<file path="src/rtl/regfile_wport_arbiter.sv">
// ---------------------------------------------------------------------------
// regfile_wport_arbiter
//
// Purpose:
//   Shares the single register-file write port between two write-back
//   requesters. Requester A carries ALU/R-type results (rd) and requester B
//   carries load/I-type results (rt). Each requester has a one-entry holding
//   slot with a valid/ready handshake. A round-robin arbiter picks at most one
//   slot per cycle and drives registered we/waddr/wdata, plus the select line
//   for the destination-address 2:1 mux. Writes to register 0 are accepted but
//   discarded and counted.
//
// Ports:
//   clk       in   1   system clock, rising edge
//   rst_n     in   1   asynchronous active-low reset
//   a_valid   in   1   requester A has a write
//   a_ready   out  1   A slot can accept this cycle
//   a_addr    in   AW  A destination register
//   a_data    in   DW  A write data
//   b_valid   in   1   requester B has a write
//   b_ready   out  1   B slot can accept this cycle
//   b_addr    in   AW  B destination register
//   b_data    in   DW  B write data
//   we        out  1   register-file write enable (registered)
//   waddr     out  AW  register-file write address (registered)
//   wdata     out  DW  register-file write data (registered)
//   sel       out  1   destination mux select: 0 = A, 1 = B (registered)
//   busy      out  1   at least one slot occupied
//   drop_cnt  out  8   saturating count of discarded writes to register 0
// ---------------------------------------------------------------------------
module regfile_wport_arbiter #(
    parameter int AW = 5,
    parameter int DW = 32
) (
    input  logic          clk,
    input  logic          rst_n,
    input  logic          a_valid,
    output logic          a_ready,
    input  logic [AW-1:0] a_addr,
    input  logic [DW-1:0] a_data,
    input  logic          b_valid,
    output logic          b_ready,
    input  logic [AW-1:0] b_addr,
    input  logic [DW-1:0] b_data,
    output logic          we,
    output logic [AW-1:0] waddr,
    output logic [DW-1:0] wdata,
    output logic          sel,
    output logic          busy,
    output logic [7:0]    drop_cnt
);

    // Holding slots
    logic          r_a_full;
    logic [AW-1:0] r_a_addr;
    logic [DW-1:0] r_a_data;
    logic          r_b_full;
    logic [AW-1:0] r_b_addr;
    logic [DW-1:0] r_b_data;

    // Arbiter history: side of the last grant (0 = A, 1 = B)
    logic          r_last_gnt;

    // Registered write-port outputs
    logic          r_we;
    logic [AW-1:0] r_waddr;
    logic [DW-1:0] r_wdata;
    logic          r_sel;
    logic [7:0]    r_drop_cnt;

    // Combinational decode
    logic          w_gnt_a;
    logic          w_gnt_b;
    logic          w_a_ready;
    logic          w_b_ready;
    logic          w_a_cap;
    logic          w_b_cap;
    logic          w_a_drop;
    logic          w_b_drop;
    logic [8:0]    w_drop_sum;
    logic [7:0]    w_drop_nxt;

    // Grant and ready decode; depends only on registered state so that
    // valid never reaches ready combinationally.
    always_comb begin
        w_gnt_a   = 1'b0;
        w_gnt_b   = 1'b0;
        w_a_ready = 1'b0;
        w_b_ready = 1'b0;
        // A wins a tie when B was granted last (or after reset).
        w_gnt_a   = r_a_full & (~r_b_full | r_last_gnt);
        w_gnt_b   = r_b_full & (~r_a_full | ~r_last_gnt);
        // A slot that is being drained this edge can be refilled at the same edge.
        w_a_ready = ~r_a_full | w_gnt_a;
        w_b_ready = ~r_b_full | w_gnt_b;
    end

    // Handshake classification: store real writes, drop writes to register 0.
    always_comb begin
        w_a_cap  = 1'b0;
        w_b_cap  = 1'b0;
        w_a_drop = 1'b0;
        w_b_drop = 1'b0;
        if (a_valid && w_a_ready) begin
            if (a_addr != {AW{1'b0}}) begin
                w_a_cap = 1'b1;
            end else begin
                w_a_drop = 1'b1;
            end
        end else begin
            w_a_cap  = 1'b0;
            w_a_drop = 1'b0;
        end
        if (b_valid && w_b_ready) begin
            if (b_addr != {AW{1'b0}}) begin
                w_b_cap = 1'b1;
            end else begin
                w_b_drop = 1'b1;
            end
        end else begin
            w_b_cap  = 1'b0;
            w_b_drop = 1'b0;
        end
    end

    // Saturating drop counter next value; both sides may drop in one cycle,
    // so the 9-bit sum overflows only past 255 and clamps there.
    always_comb begin
        w_drop_sum = {1'b0, r_drop_cnt} + {8'd0, w_a_drop} + {8'd0, w_b_drop};
        w_drop_nxt = 8'd0;
        if (w_drop_sum[8]) begin
            w_drop_nxt = 8'hFF;
        end else begin
            w_drop_nxt = w_drop_sum[7:0];
        end
    end

    // Slot A: load on capture, otherwise empty when granted; contents are
    // frozen while full and not granted.
    always_ff @(posedge clk or negedge rst_n) begin
        if (!rst_n) begin
            r_a_full <= 1'b0;
            r_a_addr <= {AW{1'b0}};
            r_a_data <= {DW{1'b0}};
        end else if (w_a_cap) begin
            r_a_full <= 1'b1;
            r_a_addr <= a_addr;
            r_a_data <= a_data;
        end else if (w_gnt_a) begin
            r_a_full <= 1'b0;
        end
    end

    // Slot B: same behaviour as slot A.
    always_ff @(posedge clk or negedge rst_n) begin
        if (!rst_n) begin
            r_b_full <= 1'b0;
            r_b_addr <= {AW{1'b0}};
            r_b_data <= {DW{1'b0}};
        end else if (w_b_cap) begin
            r_b_full <= 1'b1;
            r_b_addr <= b_addr;
            r_b_data <= b_data;
        end else if (w_gnt_b) begin
            r_b_full <= 1'b0;
        end
    end

    // Write port registers and round-robin history. Without a grant only we
    // drops; address, data and select keep their last values.
    always_ff @(posedge clk or negedge rst_n) begin
        if (!rst_n) begin
            r_we       <= 1'b0;
            r_waddr    <= {AW{1'b0}};
            r_wdata    <= {DW{1'b0}};
            r_sel      <= 1'b0;
            r_last_gnt <= 1'b1;
        end else if (w_gnt_a) begin
            r_we       <= 1'b1;
            r_waddr    <= r_a_addr;
            r_wdata    <= r_a_data;
            r_sel      <= 1'b0;
            r_last_gnt <= 1'b0;
        end else if (w_gnt_b) begin
            r_we       <= 1'b1;
            r_waddr    <= r_b_addr;
            r_wdata    <= r_b_data;
            r_sel      <= 1'b1;
            r_last_gnt <= 1'b1;
        end else begin
            r_we       <= 1'b0;
        end
    end

    // Register-0 drop counter.
    always_ff @(posedge clk or negedge rst_n) begin
        if (!rst_n) begin
            r_drop_cnt <= 8'd0;
        end else begin
            r_drop_cnt <= w_drop_nxt;
        end
    end

    assign a_ready  = w_a_ready;
    assign b_ready  = w_b_ready;
    assign we       = r_we;
    assign waddr    = r_waddr;
    assign wdata    = r_wdata;
    assign sel      = r_sel;
    assign busy     = r_a_full | r_b_full;
    assign drop_cnt = r_drop_cnt;

endmodule
</file>
<file path="config.mk">
export PLATFORM = sky130hd
export DESIGN_NAME = regfile_wport_arbiter
export DESIGN_NICKNAME = d
export VERILOG_FILES = /design/src/rtl/regfile_wport_arbiter.sv
export SDC_FILE = /design/constraint.sdc
export NUM_CORES = 1
export LEC_CHECK = 0
export CAP_MARGIN = 20
export CORE_MARGIN = 4
export CORE_UTILIZATION = 56
export CTS_BUF_LIST = sky130_fd_sc_hd__clkbuf_4 sky130_fd_sc_hd__clkbuf_8
export CTS_CLUSTER_DIAMETER = 80
export DETAILED_ROUTE_END_ITERATION = 7
export PLACE_DENSITY_LB_ADDON = 0.08
export SETUP_SLACK_MARGIN = 0.3
export SYNTH_ARGS = -nofsm -noshare
export SYNTH_HDL_FRONTEND = slang
export SYNTH_SLANG_ARGS = --single-unit
</file>
<file path="constraint.sdc">
create_clock -name clk -period 5.8 [get_ports clk]
set_input_delay 1.16 -clock clk [delete_from_list [all_inputs] [get_ports clk]]
set_output_delay 1.16 -clock clk [all_outputs]
set_load 0.02 [all_outputs]
</file>
== Word level (Yosys, flattened, before mapping) ==
Index checks and enable logic that the tools add are counted.

* Output and inout port bits: 50
* Word-level logic and storage cells: 52
* Register bits after elaboration: 124

* Multiplexer cells: 21
* Reduce and logical (&&, ||, !) cells: 7
* Bitwise operators: 10
* $add $sub $neg: 2

{| class="wikitable"
|+ Operator list
! operator !! number
|-
| two-way mux 32 bit || 2
|-
| two-way mux 1 bit || 16
|-
| two-way mux 5 bit || 2
|-
| nonzero test 5 bit || 2
|-
| adder 8 x 1 -> 9 bit || 1
|-
| adder 9 x 1 -> 9 bit || 1
|-
| two-way mux 8 bit || 1
|-
| nonzero test 2 bit || 3
|-
| bitwise OR 1 bit || 5
|-
| NOT 1 bit || 3
|-
| bitwise AND 1 bit || 2
|-
| logical AND 1 bit || 2
|}

== Depth between registers and ports, before layout ==
Gate-level depths: netlist of the first run.

* Depth after elaboration: 9
* Depth in mapped cells: 9

== Worst setup path before layout of the first run ==
No wires, ideal clock.

* Path type: input-to-reg
* Start point: input port b_addr[0]
* End point: register r_drop_cnt[3], in the netlist drop_cnt[3]
* Arrival time: 3,178 ps
* Setup time: 63 ps
* Path slack: 2,559 ps
* Stages: 9
* Cell sequence: or4_4 -> nor2_1 -> nand3_1 -> fa_1 -> inv_1 -> ha_1 -> and4_1 -> nand4_1 -> a21bo_2

* Word-level cells in the longest chain between the ends: 5

{| class="wikitable"
|+ Ends and longest elaborated chain
! what !! line !! source
|-
| from (decl) || 43 || <nowiki>input logic [AW-1:0] b_addr,</nowiki>
|-
| nonzero test 5 bit || 115 || <nowiki>if (b_addr != {AW{1'b0}}) begin</nowiki>
|-
| two-way mux 1 bit || 115 ||
|-
| two-way mux 1 bit || 114 || <nowiki>if (b_valid && w_b_ready) begin</nowiki>
|-
| adder 9 x 1 -> 9 bit || 129 || <nowiki>w_drop_sum = {1'b0, r_drop_cnt} + {8'd0, w_a_drop} + {8'd0, w_b_drop};</nowiki>
|-
| two-way mux 8 bit || 131 || <nowiki>if (w_drop_sum[8]) begin</nowiki>
|-
| named net w_drop_nxt[3] || 81 || <nowiki>logic [7:0] w_drop_nxt;</nowiki>
|-
| to (signal assigned) || 200 || <nowiki>r_drop_cnt <= w_drop_nxt;</nowiki>
|-
| to (decl) || 69 || <nowiki>logic [7:0] r_drop_cnt;</nowiki>
|}

The timed path passes the listed nets, and every way through them passes these cells.
A chain may end at the register's enable or synchronous reset.

== Final worst setup path of the first run ==
* Start point: register r_a_full
* End point: output port busy

* Word-level cells in the longest chain between the ends: 1

{| class="wikitable"
|+ Ends and longest elaborated chain
! what !! line !! source
|-
| from (decl) || 54 || <nowiki>logic r_a_full;</nowiki>
|-
| from (signal assigned) || 142 || <nowiki>r_a_full <= 1'b0;</nowiki>
|-
| from (signal assigned) || 146 || <nowiki>r_a_full <= 1'b1;</nowiki>
|-
| from (signal assigned) || 150 || <nowiki>r_a_full <= 1'b0;</nowiki>
|-
| bitwise OR 1 bit || 210 || <nowiki>assign busy = r_a_full | r_b_full;</nowiki>
|-
| to (decl) || 49 || <nowiki>output logic busy,</nowiki>
|}

Every way passes these cells.

==> reports/metrics.csv, run 1 <==
metric,value,unit
outcome,"complete, no violations",
dpl.hpwl,8207,um
layout_commonest_cell,clkdlybuf4s50_1,
tightestPinTransition,0.9388,ns
relSlewSlack,37.41,%
cts-resized-gates,0,
worstSetupEndpointType,output pin,
p_leak,3.099,nW
root_buffer,clkbuf_8,
numCtsBuffers,17,
synth.distinct_cells,36,
globalRoute.totalOverflow,0,
rsz0062_at_grt,false,
drtPass1Iterations,4,
dieWidth,107.3,um
critical_path_required,4.64,ns
die_area,0.01151,mm2
cts.path.max_buffers,2,
ioPinCount,128,
fp.coreArea,0.009415,mm2
fp.dieH,107.3,um
report.final.hold_viol_count,0,
cts_tree,yes,
nets,591,
synth_area,0.005520,mm2
finalSetupViolations,0,
drt_iter0_markers,219,
n_antenna_cell,0,
maxSlewViolCount,0,
vias,3712,
rrSetupSlack,2.59,ns
synthTopCellsByArea,"dfrtp_1 56%, mux2_2 8.4%, mux2_4 7.9%",
start_util,58.63,%
grt_pass1_wl,19970,um
grt_max_degree,84,
regArea,0.003105,mm2
syn-num-nets,464,
max_freq,274.3,MHz
wl_per_cell,19.20,um
insertion_delay,0.42,ns
powerDensity,468.1,mW/mm2
wirelength,12540,um
layout_worst_path_cycle_share,62.86,%
final_util,77.29,%
area_delta_synth_final,31.82,%
ys_warn_count,0,
avgViaCountPerCell,5.685,
post-route-drc-count,0,
placed_cells,619,
power,3.406,mW
port_buffers,127,
antenna_left,0,
syn-instance-count,384,
drv_cap,0,
hold_buffers,0,
ir_drop,0.0002955,V
gp_congestion,0.8115,
grt_pass1_vias,3967,
crit_arrival,2.49,ns
synth_seq_cells,124,
final_cell_mix,"126 x clkdlybuf4s50_1, 122 x dfrtp_1, 41 x mux2_2",
clkSinkCount,124,
clkTransAtPathRegs,0.07,ns
hold_path.class,reg2reg,
antenna_found_initial,0,
start_kind,register,
grt.total_usage,22.40,%
fill_cells,624,
htree_num_levels,4,
postCtsSetupBuffers,0,
worstSetupPathType,reg2out,
stdcell_count,653,
yosysSeqAreaShare,56.23,%
fin_tns_setup,0,ns
clock_skew,0.01272,ns
rows,35,
drive_above_1_share,30.15,%
min_period,3.646,ns
post-synth-top-area-cell,dfrtp_1,
worst-path-max-fanout,23,
multi_input_area,0.002232,mm2
synth_area_per_cell,14.38,um2
yosysTopAreaCellShare,55.76,%
## where the power goes
group / internal (mW) / switching (mW)
clock: 0.407 / 0.348
combinational: 0.722 / 0.552
sequential: 1.16 / 0.220
## cell type report
class	count	area share (%)
Multi-Input combinational cell	229	30.67
Clock buffer	19	3.594
Clock inverter	13	1.926
Tap cell	129	2.218
Timing Repair Buffer	135	18.71
Sequential cell	124	42.68
Inverter	4	0.2063
## registers in the layout, indices dropped and copies added (netlist names), 5 cells and up
signal	count
r_a_addr	5
wdata	32
waddr	5
r_b_addr	5
r_b_data	32
r_a_data	32
drop_cnt	8
## logic make-up after synthesis
| family | after synthesis | synth area share [%] |
|---|---|---|
| AOI/OAI and AO/OA | 88 | 15.73 |
| DFF | 124 | 56.23 |
| adders and majority gates | 2 | 0.5893 |
| muxes | 73 | 16.86 |
| buffers and inverters | 31 | 3.377 |
| xor gates and xnor gates | 1 | 0.1587 |
| and+or+nand+nor | 65 | 7.049 |
## path summary, 6_finish.rpt
kind                            cells past startpoint     start   endpoint
worst max register to register                      4  r_b_full   waddr[4]
worst min register to register                      1       sel        sel
min in group asynchronous                           1     rst_n        sel
worst min-delay path                                1       sel        sel
max in group asynchronous                           3     rst_n  wdata[17]
worst max-delay path                                3  r_a_full       busy
## stage by stage
step | hold slack, ns | setup WS [ns] | cell area (um2)
floorplan | 0.4650 | 2.559 | 5520
global placement | 0.4643 | 1.914 | 6828
detailed placement | 0.4795 | 1.818 | 6828
CTS | 0.5012 | 2.122 | 7229
global route | 0.5109 | 2.035 | 7277
finish | 0.5028 | 2.154 | 7277
## critical path, stage by stage, from the launching register on
cell and delay [ns]:
dfrtp_1 0.91, buf_4 0.39, or2_2 0.17, clkdlybuf4s50_1 0.60
## routing by layer
| metal | up-vias | global-route usage, % | part of all wire, % |
|---|---|---|---|
| met2 | 99 | 37.49 | 51 |
| met5 | - | 0 | 0 |
| met1 | 1891 | 28.83 | 43 |
| met4 | 0 | 8.128 | 0.69 |
| li1 | 1714 | - | - |
| met3 | 8 | 4.739 | 5.5 |
## Yosys cell counts, drive strengths merged
cell type	count
o21a	1
a21bo	1
or3	1
nand4b	1
dfstp	1
fa	1
or2	1
and4	1
mux2	73
clkbuf	14
nand3	5
o221a	37
nand4	2
or4	2
nor2	3
nand2b	2
nor3	2
nor2b	37
nand3b	1
o21ai	4
dfrtp	123
a311oi	1
a31o	1
o211ai	2
a21oi	2
nand2	7
a211o	37
ha	1
a32o	2
xnor2	1
inv	4
buf	13
(Power assumes the default switching activity.)
==> run 2: changes to the inputs <==
- CORE_UTILIZATION: 56 -> 52
- clock period: 5.8 -> 3.6 ns (I/O delays scaled with it)
==> run 2 against run 1 <==
Register-to-register slack worse by 1.5 ns; final area up 0.57%; die area up 7.1%; highest routed layer unchanged.
==> reports/metrics.csv, run 2 (synthesis results as in run 1) <==
metric,value,unit
outcome,"complete, no violations",
root_buffer,clkbuf_8,
max_freq,337.1,MHz
clock_skew,0.01717,ns
fill_cells,735,
worstSetupEndpointType,register,
report.final.hold_viol_count,0,
clkTransAtPathRegs,0.08,ns
stdcell_count,659,
rrSetupSlack,1.04,ns
tightestPinTransition,0.8566,ns
worstSetupPathType,in2reg,
relSlewSlack,42.69,%
fp.dieH,111.0,um
vias,3690,
dpl.hpwl,8044,um
cts_tree,yes,
grt_pass1_vias,3950,
rows,37,
met2_length,6053,um
drv_cap,0,
grt.total_usage,21.19,%
swShare,31.86,%
htree_num_levels,4,
fin_tns_setup,0,ns
start_util,53.47,%
dieWidth,111.0,um
area_delta_synth_final,32.57,%
m1WireLength,5679,um
worstReg2RegEnd,drop_cnt[3],
clkSinkCount,124,
gp_congestion,0.7632,
p_sw,1.784,mW
layout_worst_path_cycle_share,82.41,%
rsz0062_at_grt,false,
ioPinCount,128,
antenna_left,0,
cts.path.max_buffers,2,
powerDensity,765.2,mW/mm2
worst-path-max-fanout,5,
post-route-drc-count,0,
die_area,0.01233,mm2
p_leak,3.123,nW
wirelength,12610,um
port_buffers,127,
numCtsBuffers,17,
avgViaCountPerCell,5.599,
placed_cells,627,
hold_buffers,0,
design_area,0.007318,mm2
p_comb_share,37.1,%
min_period,2.967,ns
n_antenna_cell,0,
nets,590,
critical_path_required,3.98,ns
reg2regPathDepth,8,
power,5.600,mW
dpl-instance-area,0.006885,mm2
postCtsSetupBuffers,0,
internal_power,3.816,mW
final_cell_mix,"126 x clkdlybuf4s50_1, 121 x dfrtp_1, 41 x mux2_2",
drt_iter0_markers,216,
maxSlewViolCount,0,
fp.coreArea,0.01032,mm2
drive_above_1_share,30.40,%
insertion_delay,0.43,ns
globalRoute.totalOverflow,0,
crit_arrival,3.35,ns
timing.rr.start,r_a_full,
clock_power_share,23.7,%
wl_per_cell,19.13,um
ir_drop,0.0004034,V
top_layer,met4,
start_kind,primary input,
cts-resized-gates,0,
grt_max_degree,60,
hold_path.class,in2async,
antenna_found_initial,0,
grt_pass1_wl,20890,um
met3RoutedLength,734,um
p_seq_share,39.2,%
finalSetupViolations,0,
layout_commonest_cell,clkdlybuf4s50_1,
drtPass1Iterations,6,
## run 2: changes by cell type in the layout (fill, tap and decap cells not counted), sizes merged
cell      previous run  this run
clkinv               4         7
clkinvlp             4         1
inv                  7         4
bufinv               2         4
buf                  9         8
clkbuf              19        20
## run 2: through the flow
stage	setup slack, ns	util (%)	hold slack, ns
after global routing	0.4917	70.89	0.3343
after floorplan	0.7993	-	0.4244
after CTS	0.6453	70.89	0.3115
after global placement	0.2414	66.69	0.4705
final	0.6333	70.89	0.3167
after detailed placement	0.1768	66.69	0.4922
## run 2: power by group through the flow
stage	combinational [mW]	clock, mW	sequential, mW
6_report	2.08	1.32	2.20
3_3_place_gp	2.06	0	2.19
3_5_place_dp	2.10	0	2.21
5_1_grt	2.21	1.43	2.26
4_1_cts	2.10	1.35	2.20
2_1_floorplan	1.03	0	2.41
## run 2: how the worst max path moves through the flow
stage,slack [ns],end,startpoint,cells after the start
final,0.63,drop_cnt[3],b_addr[3],10
after detailed placement,0.18,drop_cnt[3],b_addr[3],10
after floorplan,0.80,drop_cnt[3],b_addr[0],9
after global placement,0.24,drop_cnt[3],b_addr[0],10
after CTS,0.65,drop_cnt[3],b_addr[3],10
after global routing,0.49,drop_cnt[3],b_addr[3],10
## run 2: critical path: stages
cell             delay (ns)
clkdlybuf4s50_1        0.44
or4_4                  0.55
nor2_1                 0.10
nand3_1                0.12
fa_1                   0.42
inv_1                  0.08
ha_1                   0.22
and4_1                 0.23
nand4_1                0.20
a21bo_2                0.25
## run 2: layout make-up
cell class              instances  area (um2)  area share, %
inverters                       4       15.01         0.2052
flip-flops and latches        124        3107          42.45
multi-input cells             229        2235          30.54
clock buffers                  20       262.8          3.590
repair buffers                134        1359          18.57
well taps                     136       170.2          2.325
clock inverters                12       170.2          2.325
## run 2: per-layer routing
| metal | vias to the layer above | track usage, % |
|---|---|---|
| met5 | - | 0 |
| met1 | 1865 | 28.22 |
| met2 | 115 | 34.06 |
| met3 | 11 | 6.332 |
| met4 | 0 | 5.758 |
| li1 | 1699 | - |
==> run 3: changes to the inputs <==
- clock period: 3.6 -> 3.06 ns (I/O delays scaled with it)
==> run 3 against run 2 <==
Clock skew about the same; sequential share of layout area down 0.48 points; sequential power up 16%; largest power group unchanged; highest routed layer unchanged.
==> reports/metrics.csv, run 3 (synthesis results as in run 1) <==
metric,value,unit
clock_skew,0.01683,ns
crit_chain,"clkdlybuf4s50_1, or4_4, nor2_2, nand3_2, fa_2, inv_1, ha_1, and4_1, nand4_1, buf_4, nand3_1",
internal_power,4.443,mW
powerDensity,885.2,mW/mm2
port_buffers,127,
worst-path-max-fanout,4,
p_seq_share,38.9,%
post-route-drc-count,0,
worstSetupPathType,in2reg,
grt_max_degree,57,
p_sw,2.109,mW
clkSinkCount,124,
drt_iter0_markers,191,
min_period,2.686,ns
cts_tree,yes,
ioPinCount,128,
n_antenna_cell,0,
htree_num_levels,4,
grt_pass1_wl,20420,um
p_comb_share,37.9,%
dpl.hpwl,8005,um
m1WireLength,5515,um
dieWidth,111.0,um
fp.dieH,111.0,um
drv_cap,0,
p_leak,3.150,nW
top_layer,met4,
cp_top_family,simple AND/OR/NAND/NOR gates,
cts.path.max_buffers,2,
numCtsBuffers,17,
critPathBufInv,3,
avgViaCountPerCell,5.567,
clkTransAtPathRegs,0.08,ns
maxSlewViolCount,0,
critical_path_required,3.42,ns
insertion_delay,0.42,ns
relSlewSlack,42.78,%
worstSetupEndpointType,register,
outcome,"complete, no violations",
power,6.553,mW
drtPass1Iterations,4,
swShare,32.19,%
nets,600,
antenna_found_initial,0,
start_kind,primary input,
fp.coreArea,0.01032,mm2
drive_above_1_share,32.27,%
start_util,53.47,%
antenna_left,0,
hold_buffers,0,
layout_commonest_cell,clkdlybuf4s50_1,
die_area,0.01233,mm2
wl_per_cell,18.48,um
max_stage_delay,0.55,ns
design_area,0.007402,mm2
hold_path.class,in2async,
crit_arrival,3.05,ns
final_cell_mix,"126 x clkdlybuf4s50_1, 121 x dfrtp_1, 41 x mux2_2",
layout_worst_path_cycle_share,87.79,%
ir_drop,0.0005073,V
dpl-instance-area,0.006953,mm2
rows,37,
gp_congestion,0.7754,
hold_slack,0.2514,ns
report.final.hold_viol_count,0,
max_freq,372.3,MHz
area_delta_synth_final,34.09,%
root_buffer,clkbuf_8,
wirelength,12370,um
clock_power_share,23.2,%
grt.total_usage,20.65,%
rsz0062_at_grt,false,
final_util,71.70,%
vias,3724,
globalRoute.totalOverflow,0,
grt_pass1_vias,3997,
slowest_stage,or4_4,
met2_length,6140,um
met3RoutedLength,596,um
tightestPinTransition,0.8552,ns
finalSetupViolations,0,
-- run 3: path summary, 6_finish.rpt --
check                           depth (start not counted)            to  slack [ns]       from
max in group asynchronous                               2  r_b_data[25]        2.05      rst_n
min in group clk                                        1           sel        0.48        sel
worst max register to register                          9   drop_cnt[5]        0.79   r_a_full
worst min-delay path                                    1     wdata[30]        0.25      rst_n
worst min register to register                          1           sel        0.48        sel
worst max-delay path                                   11   drop_cnt[5]        0.37  b_addr[0]
-- run 3: routing by layer --
layer | vias to the layer above | track usage [%]
li1 | 1727 | -
met1 | 1898 | 27.31
met4 | 0 | 6.732
met5 | - | 0
met2 | 91 | 33.29
met3 | 8 | 5.568
-- run 3: metrics by stage --
step	setup slack, ns	std cells	TNS (ns)
6_report	0.3737	669	0
5_1_grt	0.2658	669	0
4_1_cts	0.3534	668	0
3_5_place_dp	-0.09811	636	-0.5543
3_3_place_gp	-0.03618	636	-0.1147
2_1_floorplan	0.3673	384	0
-- run 3: timing repair --
item                       CTS  global route
gates resized for setup      0             3
buffers inserted             0             1
setup endpoints to repair    0             8
-- run 3: power groups by stage --
stage                     Combinational (mW)  Clock, mW  Sequential, mW
final                                   2.48       1.52            2.55
after floorplan                         1.21          0            2.83
after global placement                  2.45          0            2.56
after global routing                    2.64       1.63            2.62
after detailed placement                2.50          0            2.58
after CTS                               2.51       1.56            2.55
-- run 3: layout make-up --
cell class                      count  area, um2
Clock inverter                     12      162.7
Inverter                            4      15.01
Multi-Input combinational cell    229       2245
Fill cell                         727       2922
Sequential cell                   124       3107
Tap cell                          136      170.2
Timing Repair Buffer              144       1434
Clock buffer                       20      269.0
